**config.mk**
```make
export PLATFORM = sky130hd
export DESIGN_NAME = mdu_step_sequencer
export DESIGN_NICKNAME = d
export VERILOG_FILES = /design/src/rtl/mdu_seq_pkg.sv /design/src/rtl/iter_counter.sv /design/src/rtl/mdu_step_sequencer.sv
export SDC_FILE = /design/constraint.sdc
export NUM_CORES = 1
export LEC_CHECK = 0
export BUFFER_PORTS_ARGS = -buffer_cell sky130_fd_sc_hd__buf_2
export CAP_MARGIN = 20
export CORE_MARGIN = 10
export CORE_UTILIZATION = 39
export CTS_BUF_LIST = sky130_fd_sc_hd__clkbuf_4
export DETAILED_ROUTE_END_ITERATION = 10
export MAX_ROUTING_LAYER = met4
export PLACE_DENSITY = 0.62
export SLEW_MARGIN = 20
export SYNTH_ARGS = -nofsm -noshare
export SYNTH_HDL_FRONTEND = slang
export SYNTH_SLANG_ARGS = --single-unit
```
**constraint.sdc**
```tcl
create_clock -name clk -period 4.1 [get_ports clk]
set_input_delay 0.41 -clock clk [delete_from_list [all_inputs] [get_ports clk]]
set_output_delay 0.41 -clock clk [all_outputs]
set_load 0.05 [all_outputs]
```
**src/rtl/mdu_seq_pkg.sv**
```systemverilog
// rtl/mdu_seq_pkg.sv - shared types for the MDU step sequencer
package mdu_seq_pkg;

    typedef enum logic [2:0] {
        IDLE = 3'd0,
        LOAD = 3'd1,
        STEP = 3'd2,
        FIX  = 3'd3,
        DONE = 3'd4
    } seq_state_t;

    typedef enum logic {
        OP_MUL = 1'b0,
        OP_DIV = 1'b1
    } mdu_op_t;

endpackage

```
**src/rtl/iter_counter.sv**
```systemverilog
// rtl/iter_counter.sv - iteration up counter with clear, enable and terminal-count flag
module iter_counter #(
    parameter int WIDTH = 6
) (
    input  logic             clk,
    input  logic             rst,
    input  logic             clr,
    input  logic             en,
    input  logic [WIDTH-1:0] last,
    output logic [WIDTH-1:0] count,
    output logic             tc
);

    always_ff @(posedge clk or posedge rst) begin
        if (rst) begin
            count <= '0;
        end else if (clr) begin
            count <= '0;
        end else if (en) begin
            count <= count + WIDTH'(1);
        end
    end

    assign tc = (count == last);

endmodule

```
**src/rtl/mdu_step_sequencer.sv**
```systemverilog
// rtl/mdu_step_sequencer.sv - control FSM sequencing the iterative multiply/divide datapath
module mdu_step_sequencer
    import mdu_seq_pkg::*;
#(
    parameter int WIDTH = 6
) (
    input  logic             clk,
    input  logic             rst,
    input  logic             abort,
    input  logic             start_valid,
    output logic             start_ready,
    input  logic             op_div,
    input  logic [WIDTH-1:0] n_steps,
    input  logic             stall,
    output logic             load_operands,
    output logic             step_en,
    output logic [WIDTH-1:0] step_idx,
    output logic             restore_en,
    output logic             done_valid,
    input  logic             done_ready,
    output logic             busy
);

    seq_state_t       state;
    seq_state_t       state_d;
    mdu_op_t          op_q;
    logic [WIDTH-1:0] n_q;
    logic [WIDTH-1:0] count;
    logic             tc;
    logic             cnt_clr;
    logic             cnt_en;
    logic             accept;

    assign accept = (state == IDLE) && start_valid && !abort;

    always_ff @(posedge clk or posedge rst) begin
        if (rst) begin
            state <= IDLE;
        end else begin
            state <= state_d;
        end
    end

    always_ff @(posedge clk or posedge rst) begin
        if (rst) begin
            op_q <= OP_MUL;
            n_q  <= '0;
        end else if (accept) begin
            op_q <= mdu_op_t'(op_div);
            n_q  <= n_steps;
        end
    end

    // Increment is suppressed on the terminal cycle so the counter cannot wrap at full range.
    always_comb begin
        state_d = state;
        cnt_clr = 1'b0;
        cnt_en  = 1'b0;
        if (abort) begin
            state_d = IDLE;
            cnt_clr = 1'b1;
        end else begin
            case (state)
                IDLE: begin
                    if (start_valid) state_d = LOAD;
                end
                LOAD: begin
                    cnt_clr = 1'b1;
                    state_d = (n_q == '0) ? DONE : STEP;
                end
                STEP: begin
                    if (!stall) begin
                        if (tc) state_d = (op_q == OP_DIV) ? FIX : DONE;
                        else    cnt_en  = 1'b1;
                    end
                end
                FIX: begin
                    state_d = DONE;
                end
                DONE: begin
                    if (done_ready) state_d = IDLE;
                end
                default: begin
                    state_d = IDLE;
                end
            endcase
        end
    end

    iter_counter #(
        .WIDTH(WIDTH)
    ) u_iter_counter (
        .clk  (clk),
        .rst  (rst),
        .clr  (cnt_clr),
        .en   (cnt_en),
        .last (n_q - WIDTH'(1)),
        .count(count),
        .tc   (tc)
    );

    assign start_ready   = (state == IDLE);
    assign load_operands = (state == LOAD);
    assign step_en       = (state == STEP) && !stall;
    assign step_idx      = (state == STEP) ? count : '0;
    assign restore_en    = (state == FIX);
    assign done_valid    = (state == DONE);
    assign busy          = (state != IDLE);

endmodule

```
Word-level counts from Yosys, hierarchy flattened. Index checks and enable logic that the tools add are counted.

Register bits: 16. Input port bits: 13. Word-level logic and storage cells: 42.

Add/sub/neg operators: 2. Eq/ne operators: 9. Multiplexer cells: 17. Reduce and logical (&&, ||, !) cells: 10.

Operators with widths (number): $mux 3 (7); $mux 6 (3); $pmux 3 s5 (1); $ne 3x3->1 const B (3); $add 6x1->6 const B (1); $eq 3x2->1 const B (2); $eq 6x6->1 (1); $logic_not 6->1 (1); $mux 1 (6); $sub 6x1->6 const B (1); $reduce_and 4->1 (1); $eq 3x1->1 const B (1); $eq 3x3->1 const B (1); $logic_and 1x1->1 (3); $logic_not 3->1 (1); $ne 3x2->1 const B (1); $reduce_bool 3->1 (1); $logic_not 1->1 (2); $reduce_bool 2->1 (1).

Longest topological paths before layout. Gate-level depths: netlist (run 1).

Depth after elaboration: 8. Gate-level depth with buffers: 8. Mapped depth without buffers: 8.

Cells and area by module. Synthesis (run 1) repeated with hierarchy kept, for this count alone.

Cells, all modules: 101. Area total of the unflattened synthesis: 982.2 um2.

Modules (own cells, without submodules): mdu_step_sequencer (times used 1, cells an instance 68, area an instance 645.6 um2); iter_counter (times used 1, cells an instance 33, area an instance 336.6 um2).

Worst setup path before layout (run 1). OpenSTA, ideal clock, no wires.

Kind: register to output. Start: register state[0]. End: output port step_en. Arrival: 1705 ps. Setup slack: 1985 ps. Stages on the path, launching flop included: 3. Path buffers: 0. Cells stage by stage: dfrtp_1 nand2b_1 nor3_1.

Cells in the longest elaborated chain, start to end: 2.

Ends and longest elaborated chain: from (decl) (RTL line mdu_step_sequencer.sv:24) `seq_state_t state;`; from (signal assigned) (RTL line mdu_step_sequencer.sv:40) `state <= state_d;`; $eq 3x2->1 (RTL line mdu_step_sequencer.sv:104) `assign step_en = (state == STEP) && !stall;`; $logic_and 1x1->1 (RTL line mdu_step_sequencer.sv:104); to (decl) (RTL line mdu_step_sequencer.sv:16) `output logic step_en,`.

No other way between the ends.

Worst setup path after layout (run 1).
Start: register state[0]. End: output port step_idx[5].

Cells in the longest elaborated chain, start to end: 2.

Ends and longest elaborated chain: $eq 3x2->1 (RTL line mdu_step_sequencer.sv:105) `assign step_idx = (state == STEP) ? count : '0;`; $mux 6 (RTL line mdu_step_sequencer.sv:105); to (decl) (RTL line mdu_step_sequencer.sv:17) `output logic [WIDTH-1:0] step_idx,`.

No other way between the ends.

==> flow_metrics.tcl, run 1 <==
set metrics [dict create \
    grt_max_degree 17 \
    max_freq_ghz 0.4729 \
    dp_slack_ps 2182 \
    htreeDepth 1 \
    crit_chain "nand2b_1 > nor2_1 > and2_1 > buf_2" \
    synth.top_cells.by_count "16 x dfrtp_1, 11 x nor2_1, 10 x inv_1" \
    crit_type "reg -> out" \
    cts.root.buffer_cell "clkbuf_4" \
    dr.pass1.iters 4 \
    floorplan.initialDensity_pct 41.49 \
    die_area_um2 5122 \
    synth.largest_area_cell "dfrtp_1" \
    port_buffers 24 \
    grt_first_pass_wirelength_mm 3.988 \
    cts_tree "built" \
    r2r_cells 8 \
    hold_buffers 0 \
    drt_iter0_markers 68 \
    cts_max_path_buffers 2 \
    status "finished clean" \
    fin_crit_sh_pct 51.57 \
    yosys_warnings 0 \
    routedWlPerCell_um 14.32 \
    vdd_drop_max_mv 0.2537 \
    tightest_slew_ps 647.0 \
    setup_slack_ps 1986 \
    power_leakage_nw 0.5628 \
    route.detailed.drc 0 \
    multiInputGateArea_um2 594.3 \
    startpoint_type "flip-flop" \
    dr_total_vias 860 \
    ys_seq_elements 16 \
    setup_violations 0 \
    maxCapViolations 0 \
    die_w_um 71.57 \
    grt_pass1_vias 884 \
    grt_overflow 0 \
    post_cts_buffers 0 \
    gr-usage-all-layers_pct 9.398 \
    die_h_um 71.57 \
    setup_tns_ps 0 \
    slew_headroom_pct 56.82 \
    crit_buf_inv 1 \
    diodes 0 \
    critPathMaxFanout 8 \
    cp_top_family "simple AND/OR/NAND/NOR gates" \
    crit_required_ps 3690 \
    syn_to_final_growth_pct 16.89 \
    antenna_found_initial 0 \
    synth.area.top_cells "dfrtp_1 39%, mux2_2 7.6%, xnor2_1 5.1%, and2_1 4.2%, nor2_1 4.0%" \
    synth_cell_types 34 \
    synth_area_per_cell_um2 9.694 \
    cp.arrival_ps 1700 \
    ys_seq_area_share_pct 38.60 \
    regArea_um2 400.4 \
    yosysTopAreaCellShare_pct 38.60 \
    clock_sinks 16 \
    io_pins 25 \
    rsz0062_at_grt "false" \
    cts.clk_slew.worst_paths_ps 90 \
    synth.most_common_cell "dfrtp_1" \
    synth_edf_count 0 \
    p_per_area_nw_per_um2 357.3 \
    maxSlewViolCount 0 \
    netlist_area_um2 1037 \
    netlist_instances 107 \
    viasPerCell 5.276 \
    nets 150 \
    cp.depth 4 \
    setup.worst_path.end_class "primary output" \
    fin_crit_ps 2114 \
    slowest_stage "dfrtp_1" \
    routabilityCongestion 0.9173 \
    synth_flop_cell "dfrtp_1" \
    place_hpwl_mm 1.886 \
    core_um2 2500 \
    clock_latency_ps 280 \
    cts_made_buffers 3 \
    hold_path.class "in -> async" \
    finalHoldViolations 0 \
    syn_nets 122 \
    clock_skew_ps 2.380 \
    cpPeakStageDelay_ps 460 \
    fillers 258 \
    drt-total-wl_mm 2.334 \
    ys_async_sr_fraction_pct 100.0 \
    cts-resized-gates 0 \
    fp-row-count 18 \
    drive_above_1_share_pct 29.32 \
    ant_nets 0 \
]
## area by class of cell
type | count | area share, %
multi-input cells | 80 | 49.02
flip-flops and latches | 16 | 33.02
clock buffers | 3 | 1.858
well taps | 30 | 3.096
repair buffers | 24 | 9.907
inverters | 10 | 3.096
## worst reg2reg max path, delay by kind of cell, from the launching register on
kind,cells,cell delay (ps)
compound gates,1,280
xor+xnor,2,220
flops,1,440
fa+ha+maj,1,300
buf+inv,1,70
simple gates,3,540
## flip-flops by register name, summed over array words and instances, names as in the netlist
register	count
n_q	6
u_iter_counter.count	6
state	3
op_q	1
## metal layers
layer	global-route usage (%)	up-vias	routed length, um
met1	11.13	404	1051
met4	3.871	0	16
li1	-	435	-
met2	14.51	19	1136
met3	2.755	2	129
met5	-	-	0
## logic make-up after synthesis
| group | count (synthesis) | share of synthesized area [%] |
|---|---|---|
| compound gates | 18 | 12.67 |
| buf+inv | 11 | 4.101 |
| simple gates | 43 | 26.06 |
| fa+ha+maj | 2 | 2.412 |
| flops | 16 | 38.60 |
| xor+xnor | 9 | 7.600 |
| mux | 8 | 8.565 |
## cells in the final DEF (no fill, tap or decap), drive strengths merged, types with 4 or more instances in the layout
master  netlist  layout
and2          7       7
o21ai         4       4
buf           1      24
dfrtp        16      16
a21oi         4       4
mux2          7       7
xnor2         6       6
inv          10      10
nor2         11      11
nand3         6       6
nor3          5       5
## path summary, 6_finish.rpt
check	from	to	slack (ps)
hold / removal	rst	n_q[2]$_DFFE_PP0P_	200
max in group asynchronous	rst	n_q[1]$_DFFE_PP0P_	3490
hold reg to reg	u_iter_counter.count[4]$_DFFE_PP0P_	u_iter_counter.count[4]$_DFFE_PP0P_	550
setup reg to reg	n_q[0]$_DFFE_PP0P_	u_iter_counter.count[5]$_DFFE_PP0P_	2160
setup / recovery	state[0]$_DFFE_PP0P_	step_idx[5]	1990
min in group clk	op_div	op_q$_DFFE_PP0P_	350
## power breakdown
part,internal (W),switching [W]
logic,0.0000605,0.0000835
registers,0.000177,0.0000288
clock network,0.0000341,0.0000489
total,0.000272,0.000161
## stage by stage
stage | std cells | util, % | instance area, um2 | hold WS [ps] | power, W
6_report | 163 | 48.50 | 1212 | 197.9 | 0.0004332
2_1_floorplan | 107 | - | 1037 | 323.7 | 0.0003188
4_1_cts | 163 | 48.50 | 1212 | 213.5 | 0.0004389
3_3_place_gp | 160 | 47.60 | 1190 | 516.8 | 0.0003481
3_5_place_dp | 160 | 47.60 | 1190 | 536.3 | 0.0003544
5_1_grt | 163 | 48.50 | 1212 | 231.2 | 0.0004629
(Power assumes the default switching activity.)
==> run 2, diff against run 1 <==
--- a/config.mk
+++ b/config.mk
@@ -12,7 +12,7 @@
 export CTS_BUF_LIST = sky130_fd_sc_hd__clkbuf_4
 export DETAILED_ROUTE_END_ITERATION = 10
 export MAX_ROUTING_LAYER = met4
-export PLACE_DENSITY = 0.62
+export PLACE_DENSITY = 0.65
 export SLEW_MARGIN = 20
 export SYNTH_ARGS = -nofsm -noshare
 export SYNTH_HDL_FRONTEND = slang
==> constraint.sdc (replaced) <==
create_clock -name clk -period 1.8 [get_ports clk]
set_input_delay 0.18 -clock clk [delete_from_list [all_inputs] [get_ports clk]]
set_output_delay 0.18 -clock clk [all_outputs]
set_load 0.05 [all_outputs]
==> run 2 against run 1 <==
Compared with the run above: the flow now finishes with violations (negative setup slack); critical endpoint is now u_iter_counter.count[2]$_DFFE_PP0P_; clock skew rose by 3.4 ps; largest cell class unchanged; highest routed layer unchanged; sequential power is 120% higher; sequential share of layout area is 3.6 points lower; clock power up 120%; setup slack got worse by 2000 ps.
==> flow_metrics.tcl, run 2 (same netlist as run 1, synthesis figures left out) <==
set metrics [dict create \
    nets 160 \
    violations "negative setup slack" \
    routabilityCongestion 0.8861 \
    die_w_um 71.57 \
    power_leakage_nw 0.6194 \
    setup_slack_ps -4.453 \
    fillers 234 \
    critPathMaxFanout 8 \
    die_area_um2 5122 \
    floorplan.initialDensity_pct 41.49 \
    fin_crit_ps 1804 \
    worstHoldStart "n_steps[4]" \
    clock_sinks 16 \
    final_common_cell "buf_2" \
    crit_start "n_q[0]$_DFFE_PP0P_" \
    status "finished with violations" \
    finalPower_w 0.001097 \
    setup_tns_ps -4.453 \
    final_cell_mix "23 x buf_2, 16 x dfrtp_1, 9 x nor2_1" \
    cts.root.buffer_cell "clkbuf_4" \
    setup_violations 1 \
    final_area_um2 1359 \
    route.detailed.drc 0 \
    clock_skew_ps 5.758 \
    cts_tree "built" \
    vdd_drop_max_mv 0.5184 \
    cp.arrival_ps 2020 \
    maxCapViolations 0 \
    rsz0062_at_grt "true" \
    cts_made_buffers 3 \
    cpPeakStageDelay_ps 420 \
    fp-row-count 18 \
    finish.utilization_pct 54.35 \
    maxSlewViolCount 0 \
    tightest_slew_ps 616.5 \
    diodes 0 \
    drt-total-wl_mm 2.479 \
    antenna_found_initial 0 \
    dr_total_vias 917 \
    holdWs_ps 124.3 \
    grt_max_degree 17 \
    grt_first_pass_wirelength_mm 4.291 \
    crit_required_ps 2020 \
    dr.pass1.iters 4 \
    max_freq_ghz 0.5542 \
    finalHoldViolations 0 \
    gr-usage-all-layers_pct 10.15 \
    reg_top3 "n_q (6), u_iter_counter.count (6), state (3)" \
    cts_max_path_buffers 2 \
    slew_headroom_pct 58.86 \
    p_per_area_nw_per_um2 807.7 \
    syn_to_final_growth_pct 31.00 \
    core_um2 2500 \
    crit_chain "buf_6 > nor4_4 > nand3_2 > nand4b_4 > o21ai_4 > or3_1 > a21boi_1" \
    grt_overflow 0 \
    io_pins 25 \
    crit_type "reg -> reg" \
    fin_crit_sh_pct 100.2 \
    drive_above_1_share_pct 41.26 \
    hold_path.class "in -> reg" \
    drt_iter0_markers 88 \
    cts.clk_slew.worst_paths_ps 90 \
    place_area_um2 1255 \
    r2r_start "n_q[0]$_DFFE_PP0P_" \
    setup.worst_path.end_class "flip-flop" \
    clock_latency_ps 290 \
    place_hpwl_mm 1.891 \
    ant_nets 0 \
    slowest_stage "dfrtp_1" \
    startpoint_type "flip-flop" \
    die_h_um 71.57 \
    viasPerCell 5.301 \
    grt_pass1_vias 975 \
    htreeDepth 1 \
    routedWlPerCell_um 14.33 \
    port_buffers 24 \
]
run 2: cell types whose count changed in the layout (fill, tap and decap cells not counted), sizes merged:
cell,before,now
clkbuf,3,4
buf,24,32
dlygate4sd3,0,1
run 2: layout make-up:
cell class	instances	area, um2	share of cell area [%]
Multi-Input combinational cell	80	656.9	48.34
Sequential cell	16	400.4	29.47
Timing Repair Buffer	34	203.9	15.01
Inverter	10	37.54	2.762
Tap cell	30	37.54	2.762
Clock buffer	3	22.52	1.657
run 2: final timing paths:
check / slack, ps / cells past startpoint / endpoint
setup / recovery: -4 / 7 / u_iter_counter.count[2]$_DFFE_PP0P_
hold / removal: 120 / 2 / n_q[4]$_DFFE_PP0P_
setup reg to reg: -4 / 7 / u_iter_counter.count[2]$_DFFE_PP0P_
hold reg to reg: 550 / 1 / op_q$_DFFE_PP0P_
max in group asynchronous: 900 / 3 / op_q$_DFFE_PP0P_
min in group asynchronous: 500 / 3 / u_iter_counter.count[3]$_DFFE_PP0P_
run 2: timing repair:
action	in CTS	in global routing
gates resized for setup	5	10
endpoints found under the setup margin	11	15
setup buffers	2	0
pin swaps	4	6
endpoints found under the hold margin	16	0
hold buffers	1	0
run 2: stage by stage:
| stage | setup slack [ps] | cells |
|---|---|---|
| 6_report | -4.453 | 173 |
| 5_1_grt | -119.8 | 173 |
| 4_1_cts | -0.9848 | 173 |
| 3_5_place_dp | -43.68 | 167 |
| 3_3_place_gp | 3.895 | 167 |
| 2_1_floorplan | 39.86 | 107 |
run 2: per-layer routing:
layer / global-route usage [%] / wire length [um]
met3: 3.030 / 184
met1: 11.31 / 1073
met4: 4.731 / 59
met2: 16.27 / 1160
met5: - / 0
run 2: critical path, delay by kind of cell, from the launching register on:
family          cells  cell delay, ps
compound gates      2             250
buf+inv             1             140
flops               1             420
simple gates        4             950
run 2: power breakdown:
part,internal [W],total (W),switching (W)
clock,0.0000778,0.000186,0.000108
sequential,0.000404,0.000457,0.0000525
combinational,0.000209,0.000455,0.000246
